==> src/rtl/receive.sv <==
// UART receiver (8N1). Samples the asynchronous rxd line through a two-flop
// synchronizer, reassembles bytes LSB first, and offers each byte on a
// stb/dat/rdy handshake. Framing errors and overruns pulse err for one cycle.
//
// Ports:
//   clk  - system clock, all logic on rising edge
//   rst  - synchronous active-low reset
//   rxd  - serial input, idle high, asynchronous to clk
//   stb  - received byte valid (held until stb && rdy)
//   dat  - received byte, frozen while stb is high
//   rdy  - consumer ready
//   err  - one-cycle pulse on framing error or overrun
module receive #(
    parameter int unsigned BAUDRATE  = 9600,
    parameter int unsigned FREQUENCY = 12000000
) (
    input  logic       clk,
    input  logic       rst,
    input  logic       rxd,
    output logic       stb,
    output logic [7:0] dat,
    input  logic       rdy,
    output logic       err
);

    localparam int unsigned CYCLES = FREQUENCY / BAUDRATE;
    localparam int unsigned CW     = (CYCLES > 4) ? $clog2(CYCLES) : 2;
    localparam logic [CW-1:0] FULL_LD = CW'(CYCLES - 1);
    localparam logic [CW-1:0] HALF_LD = CW'(CYCLES / 2 - 1);

    if (CYCLES < 4) begin : g_cycles_check
        $error("receive: FREQUENCY/BAUDRATE must be at least 4");
    end

    typedef enum logic [2:0] {IDLE, START, DATA, STOP, WAIT} state_t;

    state_t        state, state_nxt;
    logic [CW-1:0] cnt, cnt_nxt;
    logic [2:0]    idx, idx_nxt;
    logic [7:0]    shreg, shreg_nxt;
    logic          done, done_nxt;
    logic          ferr, ferr_nxt;
    logic          sync1, rx;
    logic          expire_c;

    // Two-flop synchronizer; resets to the idle line level
    always_ff @(posedge clk) begin
        if (!rst) begin
            sync1 <= 1'b1;
            rx    <= 1'b1;
        end else begin
            sync1 <= rxd;
            rx    <= sync1;
        end
    end

    // Receive state register
    always_ff @(posedge clk) begin
        if (!rst) begin
            state <= IDLE;
            cnt   <= '0;
            idx   <= '0;
            shreg <= '0;
            done  <= 1'b0;
            ferr  <= 1'b0;
        end else begin
            state <= state_nxt;
            cnt   <= cnt_nxt;
            idx   <= idx_nxt;
            shreg <= shreg_nxt;
            done  <= done_nxt;
            ferr  <= ferr_nxt;
        end
    end

    assign expire_c = (cnt == '0);

    // Next-state logic: every sample is taken at the middle of a bit period
    always_comb begin
        state_nxt = state;
        cnt_nxt   = cnt;
        idx_nxt   = idx;
        shreg_nxt = shreg;
        done_nxt  = 1'b0;
        ferr_nxt  = 1'b0;
        unique case (state)
            IDLE: begin
                if (!rx) begin
                    state_nxt = START;
                    cnt_nxt   = HALF_LD;
                end
            end
            START: begin
                if (expire_c) begin
                    if (rx) begin
                        state_nxt = IDLE;
                    end else begin
                        state_nxt = DATA;
                        cnt_nxt   = FULL_LD;
                        idx_nxt   = 3'd0;
                    end
                end else begin
                    cnt_nxt = cnt - CW'(1);
                end
            end
            DATA: begin
                if (expire_c) begin
                    shreg_nxt = {rx, shreg[7:1]};
                    cnt_nxt   = FULL_LD;
                    idx_nxt   = idx + 3'd1;
                    if (idx == 3'd7) begin
                        state_nxt = STOP;
                    end
                end else begin
                    cnt_nxt = cnt - CW'(1);
                end
            end
            STOP: begin
                if (expire_c) begin
                    if (rx) begin
                        state_nxt = IDLE;
                        done_nxt  = 1'b1;
                    end else begin
                        state_nxt = WAIT;
                        ferr_nxt  = 1'b1;
                    end
                end else begin
                    cnt_nxt = cnt - CW'(1);
                end
            end
            WAIT: begin
                // A stuck-low line must go high before a new start is accepted
                if (rx) begin
                    state_nxt = IDLE;
                end
            end
            default: state_nxt = IDLE;
        endcase
    end

    // Output handshake; a completion coinciding with a transfer replaces the byte
    always_ff @(posedge clk) begin
        if (!rst) begin
            stb <= 1'b0;
            dat <= '0;
            err <= 1'b0;
        end else begin
            err <= ferr | (done & stb & ~rdy);
            if (done && (!stb || rdy)) begin
                dat <= shreg;
                stb <= 1'b1;
            end else if (stb && rdy) begin
                stb <= 1'b0;
            end
        end
    end

endmodule

==> config.mk <==
export PLATFORM = sky130hd
export DESIGN_NAME = receive
export DESIGN_NICKNAME = d
export VERILOG_FILES = /design/src/rtl/receive.sv
export SDC_FILE = /design/constraint.sdc
export NUM_CORES = 1
export LEC_CHECK = 0
export CAP_MARGIN = 40
export CORE_MARGIN = 3
export CORE_UTILIZATION = 55
export CTS_CLUSTER_SIZE = 20
export DETAILED_ROUTE_END_ITERATION = 16
export PLACE_DENSITY = 0.85
export SYNTH_ARGS = -nofsm -noshare
export SYNTH_HDL_FRONTEND = slang
export SYNTH_SLANG_ARGS = --single-unit
export TNS_END_PERCENT = 10
==> constraint.sdc <==
create_clock -name clk -period 2.3 [get_ports clk]
set_input_delay 0.23 -clock clk [delete_from_list [all_inputs] [get_ports clk]]
set_output_delay 0.23 -clock clk [all_outputs]
set_load 0.05 [all_outputs]
### Word level (Yosys, flattened, before mapping)

Index checks and enable logic that the tools add are counted.

| cells by class | value |
|---|---|
| add/sub/neg operators | 2 |
| multipliers | 0 |
| divide/modulo/power cells | 0 |
| magnitude comparators | 0 |
| equality and inequality tests | 14 |
| shift-type cells | 0 |
| mux-type cells | 23 |
| bitwise operators | 4 |
| reductions and logical operators | 14 |

Operator list:

| cell | count |
|---|---|
| 11-bit two-way mux | 5 |
| 11-bit one-hot mux with 4 select lines | 1 |
| 3-bit two-way mux | 10 |
| 2-bit inequality test (second input constant) | 8 |
| 3-bit one-hot mux with 5 select lines | 1 |
| 11-bit logical NOT | 1 |
| 11-bit by 1-bit subtractor with 11-bit output (second input constant) | 1 |
| 4-bit AND reduction | 2 |
| 3-bit by 2-bit == test with 1-bit output (second input constant) | 2 |
| 3-bit == test (second input constant) | 2 |
| 3-bit one-hot mux with 2 select lines | 1 |
| 6-bit AND reduction | 1 |
| 1-bit two-way mux | 4 |
| 2-bit nonzero test | 2 |
| 4-bit nonzero test | 1 |
| 3-bit by 1-bit adder with 3-bit output (second input constant) | 1 |
| 3-bit by 1-bit == test with 1-bit output (second input constant) | 1 |
| 3-bit logical NOT | 1 |
| 3-bit inequality test (second input constant) | 1 |
| 3-bit AND reduction | 1 |
| 1-bit AND | 2 |
| 1-bit logical AND | 2 |
| 2-bit two-way mux | 1 |
| 2-bit AND reduction | 1 |
| 4 further kinds | 4 |

| storage, ports and cells | value |
|---|---|
| bits in registers | 39 |
| bits in latches | 0 |
| bits in writable memories | 0 |
| bits in read-only memories | 0 |
| bits of input ports | 4 |
| output and inout bits | 10 |
| logic and storage cells | 68 |
| memories | 0 |

### Depth between registers and ports, before layout

Gate-level depths: netlist of run 1.

| depth | value |
|---|---|
| word-level depth | 4 |
| depth in mapped cells | 10 |
| gate-level depth less buffers | 7 |

### Worst setup path before layout of run 1

Ideal clock, no wire load.

| timing path | value |
|---|---|
| kind | register to register |
| from | register cnt[0] |
| to | register shreg[2] |
| setup time | 0.121 ns |
| data arrival time | 1.597 ns |
| required time | 2.179 ns |
| path slack | 0.582 ns |
| cell stages (with the launch flop) | 10 |
| buffers on the path | 3 |
| clock period less this slack | 1.718 ns |
| cells stage by stage | dfxtp_1 inv_1 ha_1 nor4b_2 and3_1 buf_4 and3_4 buf_12 buf_12 o21ai_0 |

| between the ends | value |
|---|---|
| cells in the longest elaborated chain, start to end | 2 |

Ends and longest elaborated chain:

| element | line | text |
|---|---|---|
| from (decl) | 38 | `logic [CW-1:0] cnt, cnt_nxt;` |
| from (signal assigned) | 68 | `cnt <= cnt_nxt;` |
| 11-bit logical NOT | 76 | `assign expire_c = (cnt == '0);` |
| 2-bit AND reduction (no line) | - |  |
| to (signal assigned) | 70 | `shreg <= shreg_nxt;` |
| to (decl) | 40 | `logic [7:0] shreg, shreg_nxt;` |

Every way passes these cells.
A chain may end at the register's enable or synchronous reset.

### Worst setup path after layout of run 1

| timing path | value |
|---|---|
| from | register cnt[0] |
| to | register cnt[7] |

| between the ends | value |
|---|---|
| cells in the longest elaborated chain, start to end | 3 |
| elaborated cells between the ends (all ways) | 9 |
| classes of those cells | add/sub: 1; eq/ne: 2; mux: 4; reduce/logical: 2 |

Ends and longest elaborated chain:

| element | line | text |
|---|---|---|
| 11-bit by 1-bit subtractor with 11-bit output or 11-bit logical NOT (tied branches) | - |  |
| 11-bit two-way mux, or another cell as far along | 119 | `if (expire_c) begin` |
| 11-bit one-hot mux with 4 select lines or 4-bit AND reduction (tied branches) | - |  |

Parallel ways exist; a longest one is shown, timed or not. The select of a mux whose other input is x is not followed.

==> impl_metrics.toml, run 1 <==
[status]
outcome = "finished clean"

[sta]
period_share_pct = 87.0
max_clock_freq_mhz = 500
relSlewSlack_pct = 65.5
worst_clock_skew_ns = 0.00797
worst_pin_slew_ns = 0.518
setup_tns_ns = 0
hold_viol = 0
rsz0062_at_grt = "no"
fin_crit_ns = 2.00
drv_slew = 0
setup_viol = 0

[power]
cellPowerDensity_nw_per_um2 = 591
vdd_drop_max_mv = 0.494
p_leak_nw = 0.841

[clocking]
ctsResizeCount = 0
cts_root_buf = "clkbuf_4"
cts_buffers = 5
clk_pin_slew_ns = 0.12
htreeDepth = 2
post_cts_buffers = 0
cts_hold_buf = 0
clock_sinks = 39
cts_tree = "done"
clock_latency_ns = 0.35
clk_path_buf_depth = 2

[floorplan]
coreArea_um2 = 3150
die_y_um = 64.5
ios = 14
rows = 20
initial_utilization_pct = 59.7
die_w_um = 64.5
dieArea_um2 = 4160

[detailed_routing]
wirelength_mm = 3.58
postRouteAntennaNets = 0
drc = 0
drt_pass1_iterations = 4
wl_per_cell_um = 13.4
vias = 1516
via_per_inst = 5.68
drtIter0Drc = 95

[logic_synthesis]
synth.avg_cell_area_um2 = 8.92
syn-num-nets = 219
yosys.area.top_type = "dfxtp_1"
synthAdderAreaFrac_pct = 3.26
synthTopCellsByArea = "dfxtp_1, nor2b_1, mux2i_1, nand2_1, nor2_1"
ys_ff_latch = 39
syn_area_um2 = 1880
synth_edf_count = 0
synth_top_area_share_pct = 41.5
synth_cells = 211
yosysSeqAreaShare_pct = 41.5
synth_ff_type = "dfxtp_1"
synth_compound_area_share_pct = 19.3
synth_top_family_by_area = "simple AND/OR/NAND/NOR gates"
ys_types = 49
synthXorXnorAreaFrac_pct = 0.465
yosysWarningCount = 0
synth_simple_gate_area_share_pct = 24.3
synthMuxAreaShare_pct = 4.85
synth-async-reset-ratio_pct = 0

[placed_design]
gp_congestion = 0.908
place_area_um2 = 2000
place.port_buffers = 13
dp_hpwl_mm = 2.60

[grt]
grt_pass1_wl_mm = 6.42
antenna_found_initial = 0
track_usage_pct = 19.6
grt_start_max_net_pins = 20
grt_overflow_total = 0
grt_pass1_vias = 1440

[final_layout]
nFillCells = 270
drive_above_1_share_pct = 11.2
final_nets = 230
final_common_cell = "dfxtp_1"
antenna_cells = 0
synthToLayoutAreaGrowth_pct = 9.37
final_cell_mix = "dfxtp_1, nand2_1, nor2_1"
final_area_um2 = 2060

[worst_setup_path]
arrival_ns = 2.26
endpoint_kind = "register"
worst_ep_required_time_ns = 2.56
setup.worst_path.class = "reg -> reg"
cp_max_fo = 14
crit_path_start_kind = "register"

[worst_hold_path]
hold_class = "reg -> reg"

[job]
maxCapViolations = 0
[power by group]
group	switching, mW	internal, mW
Sequential	0.0159	0.687
Combinational	0.0965	0.0646
Clock	0.235	0.117
[synthesized netlist by cell type (2+ instances only)]
master,number
buf_2,3
mux2i_1,8
nor3_1,2
nand3_1,12
or3_1,2
and3_1,2
ha_1,4
a31oi_1,7
o21ai_2,2
o211a_1,2
nor2_1,19
nand3_2,2
clkbuf_1,6
a32o_1,3
o21ai_0,8
dfxtp_1,39
o22ai_1,5
o21a_1,2
nand2_1,20
a21oi_1,13
nand2b_1,4
inv_1,6
buf_12,2
nor2b_1,13
[through the flow]
stage	hold WS (ns)	utilization, %	setup WS [ns]	total power [mW]	instances
2_1_floorplan	0.331	-	0.582	0.847	211
3_3_place_gp	0.397	63.5	0.417	0.873	259
3_5_place_dp	0.396	63.5	0.342	0.876	259
4_1_cts	0.423	65.3	0.327	1.22	267
5_1_grt	0.452	65.3	0.107	1.26	267
6_report	0.423	65.3	0.298	1.22	267
[cells by family after synthesis]
logic type / Yosys count
simple gates: 85
fa+ha+maj: 5
buf+inv: 19
mux: 9
xor+xnor: 1
flops: 39
compound gates: 53
[worst paths after layout]
kind,from,endpoint,slack (ns),cells past startpoint
max,cnt[0],cnt[7],0.30,8
min,sync1,rx,0.42,1
max reg2reg,cnt[0],cnt[7],0.30,8
min reg2reg,sync1,rx,0.42,1
[critical path: stages, from the launching register on]
cell and delay, ns:
dfxtp_1 0.34, inv_1 0.09, ha_1 0.17, nor4b_2 0.37
a31oi_1 0.21, o31ai_4 0.20, buf_4 0.22, nor2_1 0.07
o221a_2 0.25
[layer usage]
| metal | vias to the layer above | part of all wire (%) | GRT usage, % |
|---|---|---|---|
| met3 | 9 | 4.8 | 4.51 |
| li1 | 770 | - | - |
| met5 | - | 0 | 0 |
| met4 | 0 | 2.0 | 9.76 |
| met1 | 697 | 46 | 24.5 |
| met2 | 40 | 47 | 31.6 |
[registers in the layout, summed over array words and instances (netlist names), 3 cells and up]
register,count
cnt,11
idx,3
dat,8
state,3
shreg,8
[area by class of cell]
cell class,count,area [um2],area share [%]
well taps,44,55.1,2.67
flip-flops and latches,39,781,37.9
repair buffers,17,160,7.78
inverters,6,22.5,1.09
clock inverters,3,20.0,0.972
multi-input cells,153,983,47.8
clock buffers,5,37.5,1.82
No activity file was read; power rests on OpenSTA's default activity.
==> inputs of run 2 (changes only) <==
--- a/config.mk
+++ b/config.mk
@@ -10,6 +10,7 @@
 export CORE_UTILIZATION = 55
 export CTS_CLUSTER_SIZE = 20
 export DETAILED_ROUTE_END_ITERATION = 16
+export HOLD_SLACK_MARGIN = 0.05
 export PLACE_DENSITY = 0.85
 export SYNTH_ARGS = -nofsm -noshare
 export SYNTH_HDL_FRONTEND = slang
==> results of run 2 <==
The final DEF is identical to that of run 1; final timing and power are the same.
